===== src/rtl/msix_irq_sched_pkg.sv =====
// Shared types and constants for the MSI-X interrupt scheduler.
package msix_sched_pkg;

  typedef enum logic [1:0] {
    IDLE  = 2'd0,
    ISSUE = 2'd1,
    WAIT  = 2'd2
  } sched_state_e;

  localparam int unsigned VECW             = $clog2(32);
  localparam int unsigned MSIX_ADDR_STRIDE = 16;

  function automatic logic [63:0] msix_vec_addr(input logic [63:0]     base,
                                                input logic [VECW-1:0] vec);
    return base + (64'(vec) * 64'(MSIX_ADDR_STRIDE));
  endfunction

endpackage


===== src/rtl/msix_irq_sched_if.sv =====
// MSI-X endpoint interrupt port bundle (cfg_interrupt_msix_*).
interface msix_irq_sched_if;

  logic [3:0]  cfg_interrupt_msix_enable;
  logic [3:0]  cfg_interrupt_msix_mask;
  logic        cfg_interrupt_msix_sent;
  logic        cfg_interrupt_msix_fail;
  logic        cfg_interrupt_msix_int;
  logic [31:0] cfg_interrupt_msix_data;
  logic [63:0] cfg_interrupt_msix_address;

  modport master (
    input  cfg_interrupt_msix_enable,
    input  cfg_interrupt_msix_mask,
    input  cfg_interrupt_msix_sent,
    input  cfg_interrupt_msix_fail,
    output cfg_interrupt_msix_int,
    output cfg_interrupt_msix_data,
    output cfg_interrupt_msix_address
  );

  modport slave (
    output cfg_interrupt_msix_enable,
    output cfg_interrupt_msix_mask,
    output cfg_interrupt_msix_sent,
    output cfg_interrupt_msix_fail,
    input  cfg_interrupt_msix_int,
    input  cfg_interrupt_msix_data,
    input  cfg_interrupt_msix_address
  );

endinterface


===== src/rtl/msix_irq_sched_rr_arb.sv =====
// Combinational round-robin picker: first set req bit at or above ptr, wrapping.
module rr_arb #(
  parameter int unsigned NREQ = 8,
  parameter int unsigned PTRW = (NREQ > 1) ? $clog2(NREQ) : 1
) (
  input  logic [NREQ-1:0] req,
  input  logic [PTRW-1:0] ptr,
  output logic            gnt_vld,
  output logic [PTRW-1:0] gnt_idx
);

  always_comb begin
    int unsigned idx;
    gnt_vld = 1'b0;
    gnt_idx = '0;
    idx     = 0;
    for (int unsigned i = 0; i < NREQ; i++) begin
      idx = 32'(ptr) + i;
      if (idx >= NREQ) idx = idx - NREQ;
      if (!gnt_vld && req[idx[PTRW-1:0]]) begin
        gnt_vld = 1'b1;
        gnt_idx = idx[PTRW-1:0];
      end
    end
  end

endmodule


===== src/rtl/msix_irq_sched.sv =====
// Round-robin scheduler of NREQ interrupt sources onto one MSI-X endpoint port.
// Optional WAIT watchdog enabled by defining MSIX_SCHED_TIMEOUT_EN.
module msix_irq_sched
  import msix_sched_pkg::*;
#(
  parameter int unsigned NREQ      = 8,
  parameter logic [63:0] ADDR_BASE = 64'hFEE0_0000,
  parameter int unsigned MAX_RETRY = 3,
  parameter int unsigned TMO_CYC   = 1024
) (
  input  logic             i_clk,
  input  logic             i_rst_n,
  input  logic [NREQ-1:0]  irq_req,
  output logic [NREQ-1:0]  irq_ack,
  output logic [NREQ-1:0]  irq_drop,
  msix_irq_sched_if.master msix_if,
  output logic             busy,
  output logic [NREQ-1:0]  pending
);

  localparam int unsigned PTRW = (NREQ > 1) ? $clog2(NREQ) : 1;
  localparam int unsigned RETW = (MAX_RETRY > 0) ? $clog2(MAX_RETRY + 1) : 1;

  sched_state_e    state_q, state_d;
  logic [NREQ-1:0] pend_q, pend_d;
  logic [NREQ-1:0] req_prev_q, req_prev_d;
  logic [PTRW-1:0] ptr_q, ptr_d;
  logic [VECW-1:0] vec_q, vec_d;
  logic [RETW-1:0] retry_q, retry_d;

  logic [NREQ-1:0] req_rise;
  logic [NREQ-1:0] pend_clr;
  logic [PTRW-1:0] gnt_idx;
  logic            gnt_vld;
  logic            eligible;
  logic            fail_evt;
  logic            tmo_hit;
  logic [5:0]      unused_cfg;

  rr_arb #(
    .NREQ (NREQ),
    .PTRW (PTRW)
  ) u_rr_arb (
    .req     (pend_q),
    .ptr     (ptr_q),
    .gnt_vld (gnt_vld),
    .gnt_idx (gnt_idx)
  );

  assign req_rise   = irq_req & ~req_prev_q;
  assign eligible   = msix_if.cfg_interrupt_msix_enable[0] & ~msix_if.cfg_interrupt_msix_mask[0];
  assign fail_evt   = msix_if.cfg_interrupt_msix_fail | tmo_hit;
  assign unused_cfg = {msix_if.cfg_interrupt_msix_enable[3:1], msix_if.cfg_interrupt_msix_mask[3:1]};

  assign busy    = (state_q != IDLE);
  assign pending = pend_q;

  // Vector-derived outputs stay valid for the whole ISSUE..WAIT span, zero in IDLE.
  assign msix_if.cfg_interrupt_msix_int     = (state_q == ISSUE);
  assign msix_if.cfg_interrupt_msix_data    = busy ? (32'd1 << vec_q) : '0;
  assign msix_if.cfg_interrupt_msix_address = busy ? msix_vec_addr(ADDR_BASE, vec_q) : '0;

  always_comb begin
    state_d    = state_q;
    vec_d      = vec_q;
    ptr_d      = ptr_q;
    retry_d    = retry_q;
    pend_clr   = '0;
    irq_ack    = '0;
    irq_drop   = '0;
    req_prev_d = irq_req;

    case (state_q)
      IDLE: begin
        if (gnt_vld && eligible) begin
          vec_d    = VECW'(gnt_idx);
          ptr_d    = (gnt_idx == PTRW'(NREQ - 1)) ? '0 : gnt_idx + PTRW'(1);
          pend_clr = NREQ'(1) << gnt_idx;
          state_d  = ISSUE;
        end
      end
      ISSUE: state_d = WAIT;
      WAIT: begin
        if (msix_if.cfg_interrupt_msix_sent) begin
          irq_ack = NREQ'(1) << vec_q;
          retry_d = '0;
          state_d = IDLE;
        end else if (fail_evt) begin
          if (retry_q < RETW'(MAX_RETRY)) begin
            retry_d = retry_q + RETW'(1);
            state_d = ISSUE;
          end else begin
            irq_drop = NREQ'(1) << vec_q;
            retry_d  = '0;
            state_d  = IDLE;
          end
        end
      end
      default: state_d = IDLE;
    endcase

    // A new edge on the granted source re-arms it behind the current interrupt.
    pend_d = (pend_q & ~pend_clr) | req_rise;
  end

  always_ff @(posedge i_clk or negedge i_rst_n) begin
    if (!i_rst_n) begin
      state_q    <= IDLE;
      pend_q     <= '0;
      req_prev_q <= '0;
      ptr_q      <= '0;
      vec_q      <= '0;
      retry_q    <= '0;
    end else begin
      state_q    <= state_d;
      pend_q     <= pend_d;
      req_prev_q <= req_prev_d;
      ptr_q      <= ptr_d;
      vec_q      <= vec_d;
      retry_q    <= retry_d;
    end
  end

`ifdef MSIX_SCHED_TIMEOUT_EN
  localparam int unsigned TMOW = $clog2(TMO_CYC + 1);

  logic [TMOW-1:0] tmo_cnt_q, tmo_cnt_d;

  always_comb begin
    tmo_cnt_d = tmo_cnt_q;
    if (state_q == ISSUE) begin
      tmo_cnt_d = '0;
    end else if (state_q == WAIT) begin
      tmo_cnt_d = tmo_cnt_q + TMOW'(1);
    end
  end

  // Fires in the TMO_CYC-th WAIT cycle, so the reissue lands TMO_CYC cycles after WAIT entry.
  assign tmo_hit = (state_q == WAIT) && !msix_if.cfg_interrupt_msix_sent &&
                   !msix_if.cfg_interrupt_msix_fail && (tmo_cnt_q == TMOW'(TMO_CYC - 1));

  always_ff @(posedge i_clk or negedge i_rst_n) begin
    if (!i_rst_n) begin
      tmo_cnt_q <= '0;
    end else begin
      tmo_cnt_q <= tmo_cnt_d;
    end
  end
`else
  logic [31:0] unused_tmo_cyc;

  assign unused_tmo_cyc = TMO_CYC;
  assign tmo_hit        = 1'b0;
`endif

endmodule


===== src/flat_wrapper.sv =====
// flat-port wrapper written by rule: the top's interface ports become plain ports
module msix_irq_sched_flat import msix_sched_pkg::*;
#(
  parameter int unsigned NREQ      = 8,
  parameter logic [63:0] ADDR_BASE = 64'hFEE0_0000,
  parameter int unsigned MAX_RETRY = 3,
  parameter int unsigned TMO_CYC   = 1024
)
  (i_clk, i_rst_n, irq_req, irq_ack, irq_drop, busy, pending, msix_if_cfg_interrupt_msix_enable, msix_if_cfg_interrupt_msix_mask, msix_if_cfg_interrupt_msix_sent, msix_if_cfg_interrupt_msix_fail, msix_if_cfg_interrupt_msix_int, msix_if_cfg_interrupt_msix_data, msix_if_cfg_interrupt_msix_address);
  msix_irq_sched_if msix_if_i ();
  input  logic i_clk;
  input  logic i_rst_n;
  input  logic [NREQ-1:0] irq_req;
  output logic [NREQ-1:0] irq_ack;
  output logic [NREQ-1:0] irq_drop;
  output logic busy;
  output logic [NREQ-1:0] pending;
  input wire logic [$bits(msix_if_i.cfg_interrupt_msix_enable)-1:0] msix_if_cfg_interrupt_msix_enable;
  input wire logic [$bits(msix_if_i.cfg_interrupt_msix_mask)-1:0] msix_if_cfg_interrupt_msix_mask;
  input wire logic [$bits(msix_if_i.cfg_interrupt_msix_sent)-1:0] msix_if_cfg_interrupt_msix_sent;
  input wire logic [$bits(msix_if_i.cfg_interrupt_msix_fail)-1:0] msix_if_cfg_interrupt_msix_fail;
  output wire logic [$bits(msix_if_i.cfg_interrupt_msix_int)-1:0] msix_if_cfg_interrupt_msix_int;
  output wire logic [$bits(msix_if_i.cfg_interrupt_msix_data)-1:0] msix_if_cfg_interrupt_msix_data;
  output wire logic [$bits(msix_if_i.cfg_interrupt_msix_address)-1:0] msix_if_cfg_interrupt_msix_address;
  assign msix_if_i.cfg_interrupt_msix_enable = msix_if_cfg_interrupt_msix_enable;
  assign msix_if_i.cfg_interrupt_msix_mask = msix_if_cfg_interrupt_msix_mask;
  assign msix_if_i.cfg_interrupt_msix_sent = msix_if_cfg_interrupt_msix_sent;
  assign msix_if_i.cfg_interrupt_msix_fail = msix_if_cfg_interrupt_msix_fail;
  assign msix_if_cfg_interrupt_msix_int = msix_if_i.cfg_interrupt_msix_int;
  assign msix_if_cfg_interrupt_msix_data = msix_if_i.cfg_interrupt_msix_data;
  assign msix_if_cfg_interrupt_msix_address = msix_if_i.cfg_interrupt_msix_address;
  msix_irq_sched #(.NREQ(NREQ), .ADDR_BASE(ADDR_BASE), .MAX_RETRY(MAX_RETRY), .TMO_CYC(TMO_CYC)) u_core (.i_clk(i_clk), .i_rst_n(i_rst_n), .irq_req(irq_req), .irq_ack(irq_ack), .irq_drop(irq_drop), .msix_if(msix_if_i), .busy(busy), .pending(pending));
endmodule

===== config.mk =====
export PLATFORM = sky130hd
export DESIGN_NAME = msix_irq_sched_flat
export DESIGN_NICKNAME = d
export VERILOG_FILES = /design/src/rtl/msix_irq_sched_pkg.sv /design/src/rtl/msix_irq_sched_if.sv /design/src/rtl/msix_irq_sched_rr_arb.sv /design/src/rtl/msix_irq_sched.sv /design/src/flat_wrapper.sv
export SDC_FILE = /design/constraint.sdc
export NUM_CORES = 1
export LEC_CHECK = 0
export CORE_ASPECT_RATIO = 1.5
export CORE_UTILIZATION = 42
export CTS_BUF_LIST = sky130_fd_sc_hd__clkbuf_16
export DETAILED_ROUTE_END_ITERATION = 6
export MAX_ROUTING_LAYER = met4
export PLACE_DENSITY_LB_ADDON = 0.15
export SYNTH_ARGS = -nofsm -noshare
export SYNTH_HDL_FRONTEND = slang
export SYNTH_SLANG_ARGS = --single-unit

===== constraint.sdc =====
create_clock -name i_clk -period 4.4 [get_ports i_clk]
set_input_delay 0.66 -clock i_clk [delete_from_list [all_inputs] [get_ports i_clk]]
set_output_delay 0.66 -clock i_clk [all_outputs]
set_load 0.02 [all_outputs]

### After elaboration in Yosys (flattened, before gate mapping)

Index checks and enable logic that the tools add are counted.

* register bits after elaboration: 26
* input port bits: 20
* output and inout bits: 122

* $add $sub $neg: 18
* order comparisons: 17
* equal/unequal tests: 5
* shift operators: 3
* muxes and demuxes: 59
* bitwise operators: 7
* reductions and logical operators: 21

Operators by type and width (number)
* $mux 64: 1
* $mux 8: 8
* $mux 3: 17
* $add 32x7->33 const A: 1
* $lt 3x4->1 const B: 8
* $mux 32: 1
* $shl 1x3->32 const A: 1
* $ge 4x4->1 const B: 7
* $bmux 1 s3: 8
* $sub 3x1->3 const B: 8
* $mux 1: 17
* $add 3x3->4 const B: 4
* $and 8x8->8: 2
* $not 8->8: 2
* $shl 1x3->8 const A: 2
* $mux 2: 6
* $add 3x2->4 const B: 2
* $logic_and 1x1->1: 8
* $or 8x8->8: 1
* $logic_not 1->1: 7
* $pmux 2 s3: 1
* $reduce_and 2->1: 3
* $add 3x1->4 const B: 1
* $ge 3x4->1 const B: 1
* 12 further kinds: 13

### Logic depth before layout (Yosys ltp)

Gate-level depths: netlist of run 1.

* depth after elaboration: 32
* gate-level depth with buffers: 14
* gate-level depth less buffers: 12

### Cells and area by module

A second synthesis of run 1 with hierarchy kept.

* cells, all modules: 318
* area total of the unflattened synthesis: 2788.9 µm²

Modules (own cells, without submodules)
* msix_irq_sched: times used 1, cells each 218, area an instance 1975.6 µm², seq. area each 650.6 µm²
* rr_arb: times used 1, cells each 100, area an instance 813.3 µm², seq. area each 0.0 µm²

### Least setup slack after synthesis of run 1

Ideal clock, no wire load.

* path type: reg2reg
* start: register u_core.ptr_q[0]
* end: register u_core.ptr_q[0]
* library setup time: 0.122 ns
* data arrival time: 3.365 ns
* path slack: 0.913 ns
* cell stages (with the launch flop): 14
* buffers on the path: 2
* period minus slack after synthesis: 3.487 ns
* path through: dfrtp_1 buf_6 buf_2 inv_1 ha_1 mux4_2 mux2i_1 nor3b_4 a2bb2oi_1 mux2i_1 ha_1 ha_1 nor2_1 a32o_1

* cells in the longest elaborated chain, start to end: 28
* elaborated cells on any way between the ends: 82

RTL lines
* start: declaration: RTL line msix_irq_sched.sv:27 `logic [PTRW-1:0] ptr_q, ptr_d;`
* start signal: assignment: RTL line msix_irq_sched.sv:118 `ptr_q <= ptr_d;`
* branches (longest 25 deep; another with $add 3x1->4)
* $mux 3 (*): RTL line msix_irq_sched_rr_arb.sv:20 `if (!gnt_vld && req[idx[PTRW-1:0]]) begin`
* via u_core.gnt_idx[0]: RTL line msix_irq_sched.sv:33 `logic [PTRW-1:0] gnt_idx;`
* $add 3x1->3 / $eq 3x3->1 (equally long branches): RTL line msix_irq_sched.sv:77 `ptr_d = (gnt_idx == PTRW'(NREQ - 1)) ? '0 : gnt_idx + PTRW'(1);`
* $mux 3 (*): RTL line msix_irq_sched.sv:77

Mark *: on every way through the listed nets, which the timed path passes. The select of a mux whose other input is x is not followed.
A chain may end at the register's enable or synchronous reset.

### Final worst setup path of run 1

Ends and elaborated chain as after synthesis.

==> flow_summary.yaml, run 1 <==
setup_path:
  path_delay_family: "adder cells"
  crit_chain: "buf_4 > ha_1 > xor2_1 > mux2_2 > o221ai_1 > buf_4 > a2bb2oi_1 > mux2i_1 > ha_1 > ha_1 > o31ai_1 > a32o_1"
  critical_path_arrival_ns: 3.85
  required_ns: 4.60
  critPathMaxStageDelay_ns: 0.58
  setup.worst_path.start_class: "flip-flop"
  critPathMaxFanout: 10
  cpMaxStageDelayCell: "sky130_fd_sc_hd__dfrtp_1"
  total_buffers_and_inverters_traversed_by_the_critical_path: 2
  criticalPathCategory: "flip-flop to flip-flop"
  worst_path_most_repeated_cell: "sky130_fd_sc_hd__ha_1"
  cp-end-kind: "flip-flop"
grt:
  grt.total_usage: 0.177
  maximum_number_of_pins_on_one_net_before_global_route_repair: 27
  grt_pass1_wl_um: 10200
  number_of_antenna_violations_at_the_first_check_in_global_routing: 0
  grt-ovfl-total: 0
  first_global_vias: 2032
route:
  dr_wl_met2_um: 3590
  drt_iter0_markers: 116
  vias: 2205
  drt-met1-wl_um: 2550
  maxUsedRoutingLayer: "met4"
  drcViolationCount: 0
  wl_per_cell_um: 14.6
  drtAntennaViolNets: 0
  wirelength_um: 6480
  drt-vias-per-instance: 4.97
  met3_length_um: 163
  detailedRoute.firstPassIterationCount: 4
die:
  die_h_um: 104
  fp.dieW_um: 70.0
  io_pins: 142
  row_count: 36
  core_area_mm2: 0.00658
  die_area_mm2: 0.00727
  initial_utilization: 0.442
clocking:
  cts_root_cell: "sky130_fd_sc_hd__clkbuf_16"
  cts-root-to-sink-buffers: 2
  cts.reportedPaths.clkPinSlew_ns: 0.06
  cts_hold_buf: 0
  post_cts.resized_instances: 0
  clock_tree.htree_level_count: 1
  cts_sinks: 26
  clock_latency_ns: 0.26
  cts_setup_buffers: 0
  tritoncts_clock_tree: "done"
  numCtsBuffers: 3
timing:
  final.period_utilization: 0.829
  rsz0062_at_grt: "false"
  setup_violations: 0
  final_period_minus_worst_setup_slack_ns: 3.65
  setup_total_negative_slack_ns: 0
  hold_violations: 0
  worst_slew_slack_as_a_fraction_of_its_limit: 0.598
  fin_worst_hold_slack_ns: 0.497
  achievable-frequency_mhz: 274
  transition_time_of_the_tightest_slew_check_pin_ns: 0.603
  clock-skew-final_ns: 0.00356
  timing_max_transition_violations_final: 0
placed_design:
  postPlaceCellArea_mm2: 0.00327
  place_hpwl_um: 5090
  gp_congestion: 0.892
  numPortBuffers: 60
synthesis:
  synth.ff_latch_count: 26
  synth_enable_flop_cells: 0
  synth.cell_area_mm2: 0.00291
  syn_avg_cell_area_um2: 9.24
  number_of_instances_in_the_synthesized_netlist: 315
  yosysUniqueCellTypes: 49
  async_set_reset_flop_share_out_of_synthesis: 1.00
  yosysSeqAreaShare: 0.224
  ys_warn_count: 0
  synth_flop_cell: "sky130_fd_sc_hd__dfrtp_1"
final_layout:
  top_library_cells_by_usage_in_the_layout_fill_and_taps_aside: "sky130_fd_sc_hd__conb_1 (75), sky130_fd_sc_hd__clkdlybuf4s50_1 (60), sky130_fd_sc_hd__dfrtp_1 (26), sky130_fd_sc_hd__nor2_1 (24), sky130_fd_sc_hd__nand2_1 (17)"
  nFillCells: 651
  nNetsFinal: 399
  layout-drive-gt1-share: 0.106
  finalCoreUtilization: 0.509
  final_common_cell: "sky130_fd_sc_hd__conb_1"
  n_antenna_cell: 0
  area_growth_syn_to_layout_pct: 15.1
  final_area_mm2: 0.00335
job:
  maxCapViolations: 0
pwr:
  ir_worst_vdd_v: 0.000250
  leakage_uw: 0.00146
  power.density_cell_area_mw_per_mm2: 636
status:
  run_status: "finished, final reports clean"
hold_path:
  hold_class: "flip-flop to flip-flop"
==> stage by stage <==
step / worst slack [ns] / total power, uW / cells
after floorplan: 0.913 / 1530 / 389
after global placement: 0.786 / 1910 / 441
after detailed placement: 0.737 / 1930 / 441
after CTS: 0.710 / 2130 / 444
after global routing: 0.454 / 2280 / 444
final: 0.751 / 2130 / 444
==> flip-flops by register name, summed over array words and instances, names as in the netlist <==
register and count:
u_core.ptr_q 3, u_core.retry_q 2, u_core.req_prev_q 8, u_core.vec_q 3
u_core.pending 8, u_core.state_q 2
==> cell type report <==
type,count,area (um^2),share of cell area
multi-input cells,254,1790,0.534
repair buffers,72,691,0.206
flip-flops and latches,26,651,0.194
well taps,76,95.1,0.0284
clock buffers,3,75.1,0.0224
inverters,13,48.8,0.0146
==> per-layer routing <==
layer,up-vias,global-route usage
met3,15,0.00969
met1,1045,0.203
met2,84,0.315
li1,1061,-
met4,0,0.0771
met5,-,-
==> cell usage after synthesis (all sizes together), types with 4 or more instances <==
master	number	area, um^2
nand2	17	63.8
dfrtp	26	651
clkbuf	5	18.8
inv	12	45.0
buf	91	681
a21oi	10	50.1
mux2i	10	100
a22o	4	36.3
a41oi	6	52.6
nand2b	13	81.3
nor2	24	90.1
nor3b	4	46.3
mux2	12	135
ha	9	113
nor2b	10	62.6
nor3	12	60.1
mux4	12	297
==> report_power, final <==
group / switching, uW / internal (uW)
clock: 75.8 / 120
sequential: 148 / 305
combinational: 809 / 670
==> path summary, 6_finish.rpt <==
kind / slack, ns / start / depth (start not counted) / endpoint
worst max-delay path: 0.75 / u_core.ptr_q[0] / 12 / u_core.ptr_q[0]
max in group asynchronous: 3.38 / i_rst_n / 2 / u_core.ptr_q[0]
worst max register to register: 0.75 / u_core.ptr_q[0] / 12 / u_core.ptr_q[0]
worst min register to register: 0.50 / u_core.retry_q[0] / 1 / u_core.retry_q[0]
min in group asynchronous: 0.77 / i_rst_n / 2 / u_core.req_prev_q[0]
worst min-delay path: 0.50 / u_core.retry_q[0] / 1 / u_core.retry_q[0]
==> cells by family after synthesis <==
family,after synthesis,share of synthesized area
other,1,0.00129
AO/OA/AOI/OAI,45,0.126
flip-flops,26,0.224
XOR/XNOR,3,0.00903
adder cells (fa/ha/maj),9,0.0387
multiplexers,34,0.183
AND/OR/NAND/NOR,88,0.161
buffers and inverters,109,0.257
==> worst reg2reg max path, stage by stage, from the launching register on <==
cell and delay [ns]:
sky130_fd_sc_hd__dfrtp_1 0.58, sky130_fd_sc_hd__buf_4 0.23, sky130_fd_sc_hd__ha_1 0.33, sky130_fd_sc_hd__xor2_1 0.47
sky130_fd_sc_hd__mux2_2 0.39, sky130_fd_sc_hd__o221ai_1 0.19, sky130_fd_sc_hd__buf_4 0.17, sky130_fd_sc_hd__a2bb2oi_1 0.21
sky130_fd_sc_hd__mux2i_1 0.13, sky130_fd_sc_hd__ha_1 0.25, sky130_fd_sc_hd__ha_1 0.23, sky130_fd_sc_hd__o31ai_1 0.25
sky130_fd_sc_hd__a32o_1 0.15
(Power assumes the default switching activity.)
==> run 2, diff against run 1 <==
Settings changed: CORE_UTILIZATION 42 to 38.
Clock period 4.4 ns to 3.05 ns, I/O delays scaled along.
==> run 2 against run 1 <==
The run now ends with negative setup slack left. Clock skew down 0.0010 ns. Core utilization is 3.2 points higher. Via count is 8.2% higher. Critical path depth is the same. Sequential power up 39%. First-iteration DRC count is 32% lower. Highest routed layer unchanged.
==> flow_summary.yaml, run 2 (synthesized netlist as in run 1, its figures left out) <==
clocking:
  cts.reportedPaths.clkPinSlew_ns: 0.06
  cts-root-to-sink-buffers: 2
  clock_tree.htree_level_count: 1
  cts_root_cell: "sky130_fd_sc_hd__clkbuf_16"
  numCtsBuffers: 3
  clock_latency_ns: 0.26
  tritoncts_clock_tree: "done"
  cts_sinks: 26
final_layout:
  nNetsFinal: 439
  area_growth_syn_to_layout_pct: 36.1
  n_antenna_cell: 0
  top_library_cells_by_usage_in_the_layout_fill_and_taps_aside: "sky130_fd_sc_hd__conb_1 (75), sky130_fd_sc_hd__clkdlybuf4s50_1 (60), sky130_fd_sc_hd__buf_4 (48), sky130_fd_sc_hd__dfrtp_1 (25), sky130_fd_sc_hd__nor2_1 (23)"
  final_common_cell: "sky130_fd_sc_hd__conb_1"
  nFillCells: 683
  post_layout_nonfiller_instances: 509
  finalCoreUtilization: 0.541
  final_area_mm2: 0.00396
  layout-drive-gt1-share: 0.276
die:
  fp.dieW_um: 73.4
  initial_utilization: 0.397
  io_pins: 142
  core_area_mm2: 0.00732
  row_count: 38
  die_h_um: 109
  die_area_mm2: 0.00802
setup_path:
  critical_path_arrival_ns: 3.26
  worst_path_most_repeated_cell: "sky130_fd_sc_hd__ha_4"
  crit_chain: "inv_2 > ha_4 > mux4_2 > mux2_4 > o221ai_4 > buf_6 > a2bb2oi_4 > mux2i_4 > ha_4 > ha_4 > o31ai_2 > a32o_1"
  criticalPathCategory: "flip-flop to flip-flop"
  path_delay_family: "multiplexers"
  required_ns: 3.24
  cpMaxStageDelayCell: "sky130_fd_sc_hd__mux4_2"
  setup.worst_path.start_class: "flip-flop"
  total_buffers_and_inverters_traversed_by_the_critical_path: 2
  critPathMaxFanout: 6
  critPathMaxStageDelay_ns: 0.56
  cp-end-kind: "flip-flop"
route:
  wl_per_cell_um: 14.1
  drt_iter0_markers: 79
  drcViolationCount: 0
  drt-vias-per-instance: 4.69
  vias: 2385
  wirelength_um: 7160
  drtAntennaViolNets: 0
  detailedRoute.firstPassIterationCount: 4
timing:
  setup_total_negative_slack_ns: -0.0176
  setup_violations: 1
  hold_violations: 0
  clock-skew-final_ns: 0.00252
  rsz0062_at_grt: "true"
  final_period_minus_worst_setup_slack_ns: 3.07
  final.period_utilization: 1.01
  postLayoutSetupSlackWorst_ns: -0.0176
  timing_max_transition_violations_final: 0
  achievable-frequency_mhz: 326
hold_path:
  hold_class: "flip-flop to flip-flop"
pwr:
  leakage_uw: 0.00168
  cell_internal_pwr_uw: 2210
  seq_power_share: 0.154
  total_switching_power_uw: 1860
  clock_power_share: 0.071
  power.density_cell_area_mw_per_mm2: 1030
  pwr-share-comb: 0.775
  swShare: 0.458
  ir_worst_vdd_v: 0.000496
status:
  violations: "negative setup slack"
  run_status: "complete, but fails checks"
placed_design:
  place_hpwl_um: 5640
  numPortBuffers: 60
  dpl_worst_slack_ns: -0.136
  gp_congestion: 0.833
  postPlaceCellArea_mm2: 0.00362
  dp.cells: 494
grt:
  grt-ovfl-total: 0
  maximum_number_of_pins_on_one_net_before_global_route_repair: 27
  first_global_vias: 2219
  grt_pass1_wl_um: 10600
  number_of_antenna_violations_at_the_first_check_in_global_routing: 0
  grt.total_usage: 0.177
job:
  maxCapViolations: 0
run 2: final timing paths:
kind	depth (start not counted)	slack [ns]	start	end
max	12	-0.02	u_core.ptr_q[0]	u_core.ptr_q[0]
min	1	0.50	u_core.retry_q[0]	u_core.retry_q[0]
max reg2reg	12	-0.02	u_core.ptr_q[0]	u_core.ptr_q[0]
min reg2reg	1	0.50	u_core.retry_q[0]	u_core.retry_q[0]
max in group asynchronous	2	2.22	i_rst_n	u_core.ptr_q[0]
min in group asynchronous	2	0.56	i_rst_n	u_core.req_prev_q[4]
run 2: per-stage QoR:
stage               power (uW)  hold WS (ns)
floorplan                 2390         0.162
global placement          3230         0.487
detailed placement        3260         0.486
CTS                       3680         0.505
global route              4310         0.515
finish                    4070         0.500
run 2: repair_timing:
action,in CTS,in global routing
cloned,0,0
setup endpoints to repair,8,11
resized for setup,5,27
hold buffers,0,0
setup buffers,7,6
pin swaps,3,14
run 2: area by class of cell:
class                           count  area (um^2)  area share
Multi-Input combinational cell    254         2030       0.514
Clock inverter                      1         3.75    0.000948
Sequential cell                    26          652       0.165
Tap cell                          100          125      0.0316
Clock buffer                        3         75.1      0.0190
Timing Repair Buffer              112         1010       0.256
Inverter                           13         55.1      0.0139
run 2: power groups by stage:
stage / Clock, uW / Sequential (uW) / Combinational, uW
global placement: 0 / 637 / 2590
global route: 307 / 650 / 3350
detailed placement: 0 / 640 / 2620
finish: 288 / 629 / 3150
CTS: 300 / 630 / 2750
floorplan: 0 / 570 / 1820
run 2: routing by layer:
layer | part of all wire | global-route usage | up-vias
li1 | - | - | 1137
met1 | 0.36 | 0.181 | 1150
met2 | 0.59 | 0.332 | 77
met3 | 0.022 | 0.0129 | 21
met4 | 0.036 | 0.0852 | 0
met5 | 0 | - | -
